==> config.mk <==
export PLATFORM = sky130hd
export DESIGN_NAME = bfloat_mac_seq_flat
export DESIGN_NICKNAME = d
export VERILOG_FILES = /design/src/rtl/bfloat_mac_seq_if.sv /design/src/rtl/bfloat_mac_seq.sv /design/src/flat_wrapper.sv
export SDC_FILE = /design/constraint.sdc
export NUM_CORES = 1
export LEC_CHECK = 0
export CAP_MARGIN = 20
export CORE_MARGIN = 3
export CORE_UTILIZATION = 46
export DETAILED_ROUTE_END_ITERATION = 7
export HOLD_SLACK_MARGIN = 0.1
export PLACE_DENSITY_LB_ADDON = 0.12
export SLEW_MARGIN = 20
export SYNTH_ARGS = -nofsm -noshare
export SYNTH_HDL_FRONTEND = slang
export SYNTH_SLANG_ARGS = --single-unit
==> constraint.sdc <==
create_clock -name clk -period 4.4 [get_ports clk]
set_input_delay 0.66 -clock clk [delete_from_list [all_inputs] [get_ports clk]]
set_output_delay 0.66 -clock clk [all_outputs]
set_load 0.05 [all_outputs]
==> src/rtl/bfloat_mac_seq_if.sv <==
`timescale 1ns/1ps
// Purpose : bundles the sequencer's operand, MAC-stage and result signals.
// Latency : none (wiring only).
// Backpress: in_valid/in_ready on operands, res_valid/res_ready on results.
// Ports   : slave = sequencer view, master = producer/MAC/consumer view.
interface bfloat_mac_seq_if #(
  parameter int LW = 5
);
  logic          start;
  logic [LW-1:0] len;
  logic          cntl;
  logic          in_valid;
  logic          in_ready;
  logic [15:0]   in_a;
  logic [15:0]   in_b;
  logic [15:0]   mac_a;
  logic [15:0]   mac_b;
  logic          mac_cntl;
  logic          mac_clr;
  logic [15:0]   mac_out;
  logic          res_valid;
  logic          res_ready;
  logic [15:0]   res_data;
  logic          busy;

  modport slave (
    input  start, len, cntl, in_valid, in_a, in_b, mac_out, res_ready,
    output in_ready, mac_a, mac_b, mac_cntl, mac_clr, res_valid, res_data, busy
  );

  modport master (
    output start, len, cntl, in_valid, in_a, in_b, mac_out, res_ready,
    input  in_ready, mac_a, mac_b, mac_cntl, mac_clr, res_valid, res_data, busy
  );
endinterface

==> src/rtl/bfloat_mac_seq.sv <==
`timescale 1ns/1ps
// Purpose : sequences one bfloat16 dot product through an external MAC stage.
// Latency : result valid MAC_LAT+1 cycles after the last accepted operand pair.
// Backpress: in_ready only while pairs are owed; result held until res_ready.
// Ports   : clk, rst (async, active high); bus = bfloat_mac_seq_if.slave
//           (start/len/cntl request, in_* operands, mac_* MAC stage, res_* result, busy).
module bfloat_mac_seq #(
  parameter int MAX_LEN = 16,
  parameter int MAC_LAT = 3,
  parameter int LW      = $clog2(MAX_LEN) + 1
) (
  input logic             clk,
  input logic             rst,
  bfloat_mac_seq_if.slave bus
);
  localparam int DW = (MAC_LAT > 1) ? $clog2(MAC_LAT) : 1;
  localparam logic [LW-1:0] MAX_LEN_W = LW'(MAX_LEN);
  localparam logic [DW-1:0] DRN_LAST  = DW'(MAC_LAT - 1);

  typedef enum logic [2:0] {IDLE, CLEAR, FEED, DRAIN, DONE} state_e;

  state_e        state_q, state_d;
  logic [LW-1:0] len_q, len_d;
  logic [LW-1:0] cnt_q, cnt_d;
  logic [DW-1:0] drn_q, drn_d;
  logic          cntl_q, cntl_d;
  logic [15:0]   a_q, a_d;
  logic [15:0]   b_q, b_d;
  logic [15:0]   res_q, res_d;
  logic          in_ready;
  logic          xfer;

  assign in_ready = (state_q == FEED) && (cnt_q < len_q);
  assign xfer     = in_ready && bus.in_valid;

  always_comb begin
    state_d = state_q;
    len_d   = len_q;
    cnt_d   = cnt_q;
    drn_d   = drn_q;
    cntl_d  = cntl_q;
    res_d   = res_q;
    // Non-transfer cycles present a zero product so the accumulator holds.
    a_d     = xfer ? bus.in_a : 16'h0000;
    b_d     = xfer ? bus.in_b : 16'h0000;

    case (state_q)
      IDLE: begin
        if (bus.start) begin
          cntl_d = bus.cntl;
          cnt_d  = '0;
          if (bus.len == '0) begin
            // Empty vector: the dot product is zero, the MAC is never touched.
            res_d   = 16'h0000;
            state_d = DONE;
          end else begin
            len_d   = (bus.len > MAX_LEN_W) ? MAX_LEN_W : bus.len;
            state_d = CLEAR;
          end
        end
      end
      CLEAR: state_d = FEED;
      FEED: begin
        if (xfer) begin
          cnt_d = cnt_q + LW'(1);
          if (cnt_q + LW'(1) == len_q) begin
            drn_d   = '0;
            state_d = DRAIN;
          end
        end
      end
      DRAIN: begin
        // The last pair sits on mac_a/mac_b during the first DRAIN cycle;
        // mac_out is sampled on the MAC_LAT-th DRAIN cycle.
        if (drn_q == DRN_LAST) begin
          res_d   = bus.mac_out;
          state_d = DONE;
        end else begin
          drn_d = drn_q + DW'(1);
        end
      end
      DONE: begin
        if (bus.res_ready) state_d = IDLE;
      end
      default: state_d = IDLE;
    endcase
  end

  always_ff @(posedge clk or posedge rst) begin
    if (rst) begin
      state_q <= IDLE;
      len_q   <= '0;
      cnt_q   <= '0;
      drn_q   <= '0;
      cntl_q  <= 1'b0;
      a_q     <= 16'h0000;
      b_q     <= 16'h0000;
      res_q   <= 16'h0000;
    end else begin
      state_q <= state_d;
      len_q   <= len_d;
      cnt_q   <= cnt_d;
      drn_q   <= drn_d;
      cntl_q  <= cntl_d;
      a_q     <= a_d;
      b_q     <= b_d;
      res_q   <= res_d;
    end
  end

  assign bus.in_ready  = in_ready;
  assign bus.mac_a     = a_q;
  assign bus.mac_b     = b_q;
  assign bus.mac_cntl  = cntl_q;
  assign bus.mac_clr   = (state_q == CLEAR);
  assign bus.res_valid = (state_q == DONE);
  assign bus.res_data  = res_q;
  assign bus.busy      = (state_q != IDLE);
endmodule
==> src/flat_wrapper.sv <==
// flat-port wrapper written by rule: the top's interface ports become plain ports
module bfloat_mac_seq_flat 
#(
  parameter int MAX_LEN = 16,
  parameter int MAC_LAT = 3,
  parameter int LW      = $clog2(MAX_LEN) + 1
)
  (clk, rst, bus_start, bus_len, bus_cntl, bus_in_valid, bus_in_a, bus_in_b, bus_mac_out, bus_res_ready, bus_in_ready, bus_mac_a, bus_mac_b, bus_mac_cntl, bus_mac_clr, bus_res_valid, bus_res_data, bus_busy);
  bfloat_mac_seq_if #(.LW(LW)) bus_i ();
  input logic clk;
  input logic rst;
  input wire logic [$bits(bus_i.start)-1:0] bus_start;
  input wire logic [$bits(bus_i.len)-1:0] bus_len;
  input wire logic [$bits(bus_i.cntl)-1:0] bus_cntl;
  input wire logic [$bits(bus_i.in_valid)-1:0] bus_in_valid;
  input wire logic [$bits(bus_i.in_a)-1:0] bus_in_a;
  input wire logic [$bits(bus_i.in_b)-1:0] bus_in_b;
  input wire logic [$bits(bus_i.mac_out)-1:0] bus_mac_out;
  input wire logic [$bits(bus_i.res_ready)-1:0] bus_res_ready;
  output wire logic [$bits(bus_i.in_ready)-1:0] bus_in_ready;
  output wire logic [$bits(bus_i.mac_a)-1:0] bus_mac_a;
  output wire logic [$bits(bus_i.mac_b)-1:0] bus_mac_b;
  output wire logic [$bits(bus_i.mac_cntl)-1:0] bus_mac_cntl;
  output wire logic [$bits(bus_i.mac_clr)-1:0] bus_mac_clr;
  output wire logic [$bits(bus_i.res_valid)-1:0] bus_res_valid;
  output wire logic [$bits(bus_i.res_data)-1:0] bus_res_data;
  output wire logic [$bits(bus_i.busy)-1:0] bus_busy;
  assign bus_i.start = bus_start;
  assign bus_i.len = bus_len;
  assign bus_i.cntl = bus_cntl;
  assign bus_i.in_valid = bus_in_valid;
  assign bus_i.in_a = bus_in_a;
  assign bus_i.in_b = bus_in_b;
  assign bus_i.mac_out = bus_mac_out;
  assign bus_i.res_ready = bus_res_ready;
  assign bus_in_ready = bus_i.in_ready;
  assign bus_mac_a = bus_i.mac_a;
  assign bus_mac_b = bus_i.mac_b;
  assign bus_mac_cntl = bus_i.mac_cntl;
  assign bus_mac_clr = bus_i.mac_clr;
  assign bus_res_valid = bus_i.res_valid;
  assign bus_res_data = bus_i.res_data;
  assign bus_busy = bus_i.busy;
  bfloat_mac_seq #(.MAX_LEN(MAX_LEN), .MAC_LAT(MAC_LAT), .LW(LW)) u_core (.clk(clk), .rst(rst), .bus(bus_i));
endmodule
### Word level (Yosys, flattened, before mapping)

Cells that the tools add are included.

| storage, ports and cells | value |
|---|---|
| output and inout port bits | 53 |
| logic and storage cells | 61 |
| bits of input ports | 59 |
| flip-flop bits (word level) | 64 |

| cells by class | value |
|---|---|
| add/sub/neg operators | 2 |
| $lt $le $gt $ge | 2 |
| bitwise operators | 1 |
| reductions and logical operators | 14 |
| equal/unequal tests | 13 |
| multiplexer cells | 21 |

Operators by type and width:

| operator | count |
|---|---|
| 16-bit two-way mux | 5 |
| 16-bit case mux with 2 select lines | 1 |
| 3-bit two-way mux | 6 |
| 5-bit two-way mux | 3 |
| 3-bit case mux with 5 select lines | 1 |
| 5-bit case mux with 2 select lines | 1 |
| 2-bit != test (second input constant) | 4 |
| 4-bit AND reduction | 2 |
| 3-bit by 2-bit equality test with 1-bit output (second input constant) | 2 |
| 2-bit two-way mux | 3 |
| 2-bit by 1-bit != test with 1-bit output (second input constant) | 3 |
| 3-bit AND reduction | 2 |
| 2-bit nonzero test | 3 |
| 5-bit by 1-bit adder with 5-bit output (second input constant) | 1 |
| 5-bit equality test | 1 |
| 5-bit > comparator (second input constant) | 1 |
| 5-bit logical NOT | 1 |
| 5-bit less-than comparator | 1 |
| 5-bit AND reduction | 1 |
| 2-bit case mux with 2 select lines | 1 |
| 3-bit by 1-bit equality test with 1-bit output (second input constant) | 1 |
| 3-bit equality test (second input constant) | 1 |
| 3-bit logical NOT | 1 |
| 3-bit nonzero test | 1 |
| other kinds (5) | 6 |

### Logic depth before layout (Yosys ltp)

| logic depth | value |
|---|---|
| depth in word-level cells | 5 |
| mapped depth | 8 |
| mapped depth without buffers | 7 |

### Least setup slack after synthesis

OpenSTA, ideal clock, no wires.

| timing | value |
|---|---|
| path kind | register to output |
| start | reg u_core.cnt_q[1] |
| end | out bus_in_ready |
| cell stages (with the launch flop) | 5 |
| path buffers | 0 |
| data required time | 3.740 ns |
| arrival | 2.571 ns |
| setup slack | 1.169 ns |
| path through | dfrtp_1 > ha_1 > nor2b_1 > o2111a_2 > nor4_1 |

| between the ends | value |
|---|---|
| cells in the longest elaborated chain, start to end | 2 |

RTL lines:

| item | line | RTL |
|---|---|---|
| start, declared | bfloat_mac_seq.sv:24 | `logic [LW-1:0] cnt_q, cnt_d;` |
| start signal, assigned | bfloat_mac_seq.sv:102 | `cnt_q <= cnt_d;` |
| 5-bit less-than comparator | bfloat_mac_seq.sv:33 | `assign in_ready = (state_q == FEED) && (cnt_q < len_q);` |
| 1-bit logical AND | bfloat_mac_seq.sv:33 |  |
| end, declared | flat_wrapper.sv:20 | `output wire logic [$bits(bus_i.in_ready)-1:0] bus_in_ready;` |

No other way between the ends.

### Final worst setup path

Ends and elaborated chain as after synthesis.

==> results.py <==
metrics = {
    "power": {
        "clock_power_share": 0.140,
        "ir_drop_uv": 391,
        "p_sw_uw": 1430,
        "power.density_nw_per_um2": 778,
        "p_int_uw": 1670,
        "seqPwrFrac": 0.312,
        "comb_power_share": 0.548,
        "netSwitchingFraction": 0.461,
        "p_leak_uw": 0.00182,
    },
    "yosys": {
        "synthArstFlopShare": 1.00,
        "synth_warnings": 0,
        "avgSynthCellArea_um2": 12.0,
        "ys_ff_latch": 64,
        "synth_cell_types": 41,
        "yosysSeqAreaShare": 0.599,
        "synth_cells": 222,
        "synth_area_um2": 2670,
        "ys.flop_type": "dfrtp_1",
        "synth_edf_count": 0,
        "syn_nets": 288,
    },
    "clock_tree": {
        "clk_latency_ns": 0.32,
        "h-tree-depth": 3,
        "clk_path_buf_depth": 2,
        "cts_sinks": 64,
        "tritoncts": "built",
        "cts_buffers": 9,
        "cts_hold_buffers": 0,
        "root_buffer": "clkbuf_8",
        "cts_setup_buffers": 0,
        "clk_pin_slew_ns": 0.07,
        "ctsResizeCount": 0,
    },
    "timing": {
        "relSlewSlack": 0.471,
        "final-max-slew-violation-count": 0,
        "worst_slack_ns": 1.22,
        "fmax_ghz": 0.314,
        "setup_violations": 0,
        "tightest_slew_ns": 0.793,
        "fin_crit_sh": 0.724,
        "rsz0062_at_grt": "no",
        "setup_tns_ns": 0,
        "finalCriticalPeriod_ns": 3.18,
        "fin_skew_ns": 0.0128,
        "final-hold-violation-count": 0,
        "whs_ns": 0.482,
    },
    "grt": {
        "track_usage": 0.191,
        "antenna_found_initial": 0,
        "overflow": 0,
        "grt_pass1_wl_mm": 9.65,
        "grt_max_degree": 41,
        "first_global_vias": 1999,
    },
    "setup_path": {
        "rr_worst_depth": 6,
        "crit_arrival_ns": 2.52,
        "crit_path_max_fanout": 5,
        "critPathCaptureType": "output pin",
        "critPathKind": "flop to output pin",
        "start_kind": "flop",
        "worstPathRequired_ns": 3.74,
    },
    "routing": {
        "ant_nets": 0,
        "viasPerCell": 4.92,
        "routed_wl_mm": 6.09,
        "drc_errors": 0,
        "drt_iter0_markers": 82,
        "routedWlPerCell_um": 14.9,
        "dr_total_vias": 2017,
        "drtPass1Iterations": 4,
    },
    "cells_and_area": {
        "nNetsFinal": 401,
        "area.growth.synth_to_final_pct": 49.0,
        "drive_gt1_frac": 0.0740,
        "nFillCells": 450,
        "final_area_um2": 3980,
        "n_antenna_cell": 0,
    },
    "min_path": {
        "hold_class": "flop to flop",
        "min_delay_path_depth": 2,
    },
    "place": {
        "pre_cts_slack_ns": 1.52,
        "hpwl_mm": 4.45,
        "gp_congestion": 0.814,
        "detailed_place.area_um2": 3810,
        "io_buffer_count": 111,
    },
    "die": {
        "die_h_um": 82.2,
        "ios": 112,
        "rows": 27,
        "initial_core_util": 0.479,
        "core-area_um2": 5570,
        "die-area_um2": 6760,
        "fp.dieW_um": 82.2,
    },
    "job": {
        "cap_violations": 0,
    },
    "run_status": {
        "status": "finished clean",
    },
}
==> state kept, by name, summed over array words and instances (netlist names) <==
signal / flops
u_core.bus.mac_a: 16
u_core.len_q: 5
u_core.bus.mac_b: 16
u_core.bus.res_data: 16
u_core.state_q: 3
u_core.drn_q: 2
u_core.bus.mac_cntl: 1
u_core.cnt_q: 5
==> cells in the final DEF (no fill, tap or decap), types with 2 or more instances in the layout <==
master,instances
inv_1,13
nand2_1,14
a21oi_1,4
clkbuf_8,11
clkdlybuf4s50_1,111
nor2b_1,4
nor3b_1,2
xor2_1,2
and3_1,2
a21o_1,2
dfrtp_1,64
ha_1,7
xnor2_1,2
and2_1,33
clkinv_2,2
o31ai_1,5
buf_4,2
a31oi_1,4
o21ai_0,3
a22o_1,18
nor3_1,4
nor2_4,2
nor2_1,5
nor4_1,3
==> layer usage <==
layer  global-route usage  vias to the layer above  routed length (um)
li1                     -                      980                   -
met1                0.243                      959                2540
met2                0.283                       69                2930
met3               0.0770                        9                 518
met4               0.0914                        0                 104
met5                    0                        -                   0
==> final timing paths <==
kind	start	end	slack (ns)
max	u_core.cnt_q[1]$_DFFE_PP0P_	bus_in_ready	1.22
min	u_core.bus.mac_cntl$_DFFE_PP0P_	u_core.bus.mac_cntl$_DFFE_PP0P_	0.48
max reg2reg	u_core.cnt_q[1]$_DFFE_PP0P_	u_core.cnt_q[0]$_DFFE_PP0P_	2.14
min reg2reg	u_core.bus.mac_cntl$_DFFE_PP0P_	u_core.bus.mac_cntl$_DFFE_PP0P_	0.48
max in group asynchronous	rst	u_core.cnt_q[2]$_DFFE_PP0P_	2.76
min in group asynchronous	rst	u_core.bus.mac_b[10]$_DFF_PP0_	0.81
==> cell type report <==
class / instances / area, um^2 / share of cell area
timing repair buffer: 113 / 1130 / 0.283
inverter: 14 / 52.6 / 0.0132
sequential: 64 / 1600 / 0.402
clock inverter: 3 / 18.8 / 0.00471
tap: 72 / 90.1 / 0.0226
clock buffer: 11 / 151 / 0.0380
multi-input combinational: 133 / 941 / 0.236
==> cell families after synthesis <==
| group | share of synthesized area |
|---|---|
| flops | 0.599 |
| simple gates | 0.183 |
| xor+xnor | 0.0131 |
| fa+ha+maj | 0.0328 |
| buf+inv | 0.0487 |
| compound gates | 0.115 |
| mux | 0.00796 |
==> worst max-delay path: stages (launching register included) <==
cell and delay, ns:
dfrtp_1 0.44, ha_1 0.30, nor2b_1 0.13, o2111a_2 0.27
nor4_1 0.23, clkdlybuf4s50_1 0.84
==> metrics by stage <==
stage	power [uW]	utilization	instances
global placement	2650	0.684	396
CTS	3130	0.714	410
finish	3100	0.714	410
floorplan	2140	-	222
detailed placement	2680	0.684	396
global route	3290	0.714	410
==> synth_stat cells (3+ instances only) <==
master | n | area [um^2]
buf_6 | 4 | 45.0
a22o_1 | 18 | 158
a21oi_1 | 4 | 20.0
ha_1 | 7 | 87.6
clkbuf_1 | 4 | 15.0
o21ai_0 | 3 | 15.0
nor2_1 | 5 | 18.8
inv_1 | 14 | 52.6
nand2_1 | 14 | 52.6
o31ai_1 | 5 | 37.5
a31oi_1 | 4 | 25.0
nor3_1 | 4 | 20.0
nor2b_1 | 4 | 25.0
dfrtp_1 | 64 | 1600
nor4_1 | 3 | 18.8
and2_1 | 33 | 206
==> power groups by stage <==
stage	Sequential (uW)	Clock, uW	Combinational (uW)
after floorplan	1530	0	604
after global placement	959	0	1690
after detailed placement	973	0	1710
after CTS	966	452	1710
after global routing	996	479	1810
final	966	434	1700
Power figures use the tool's default switching activity.
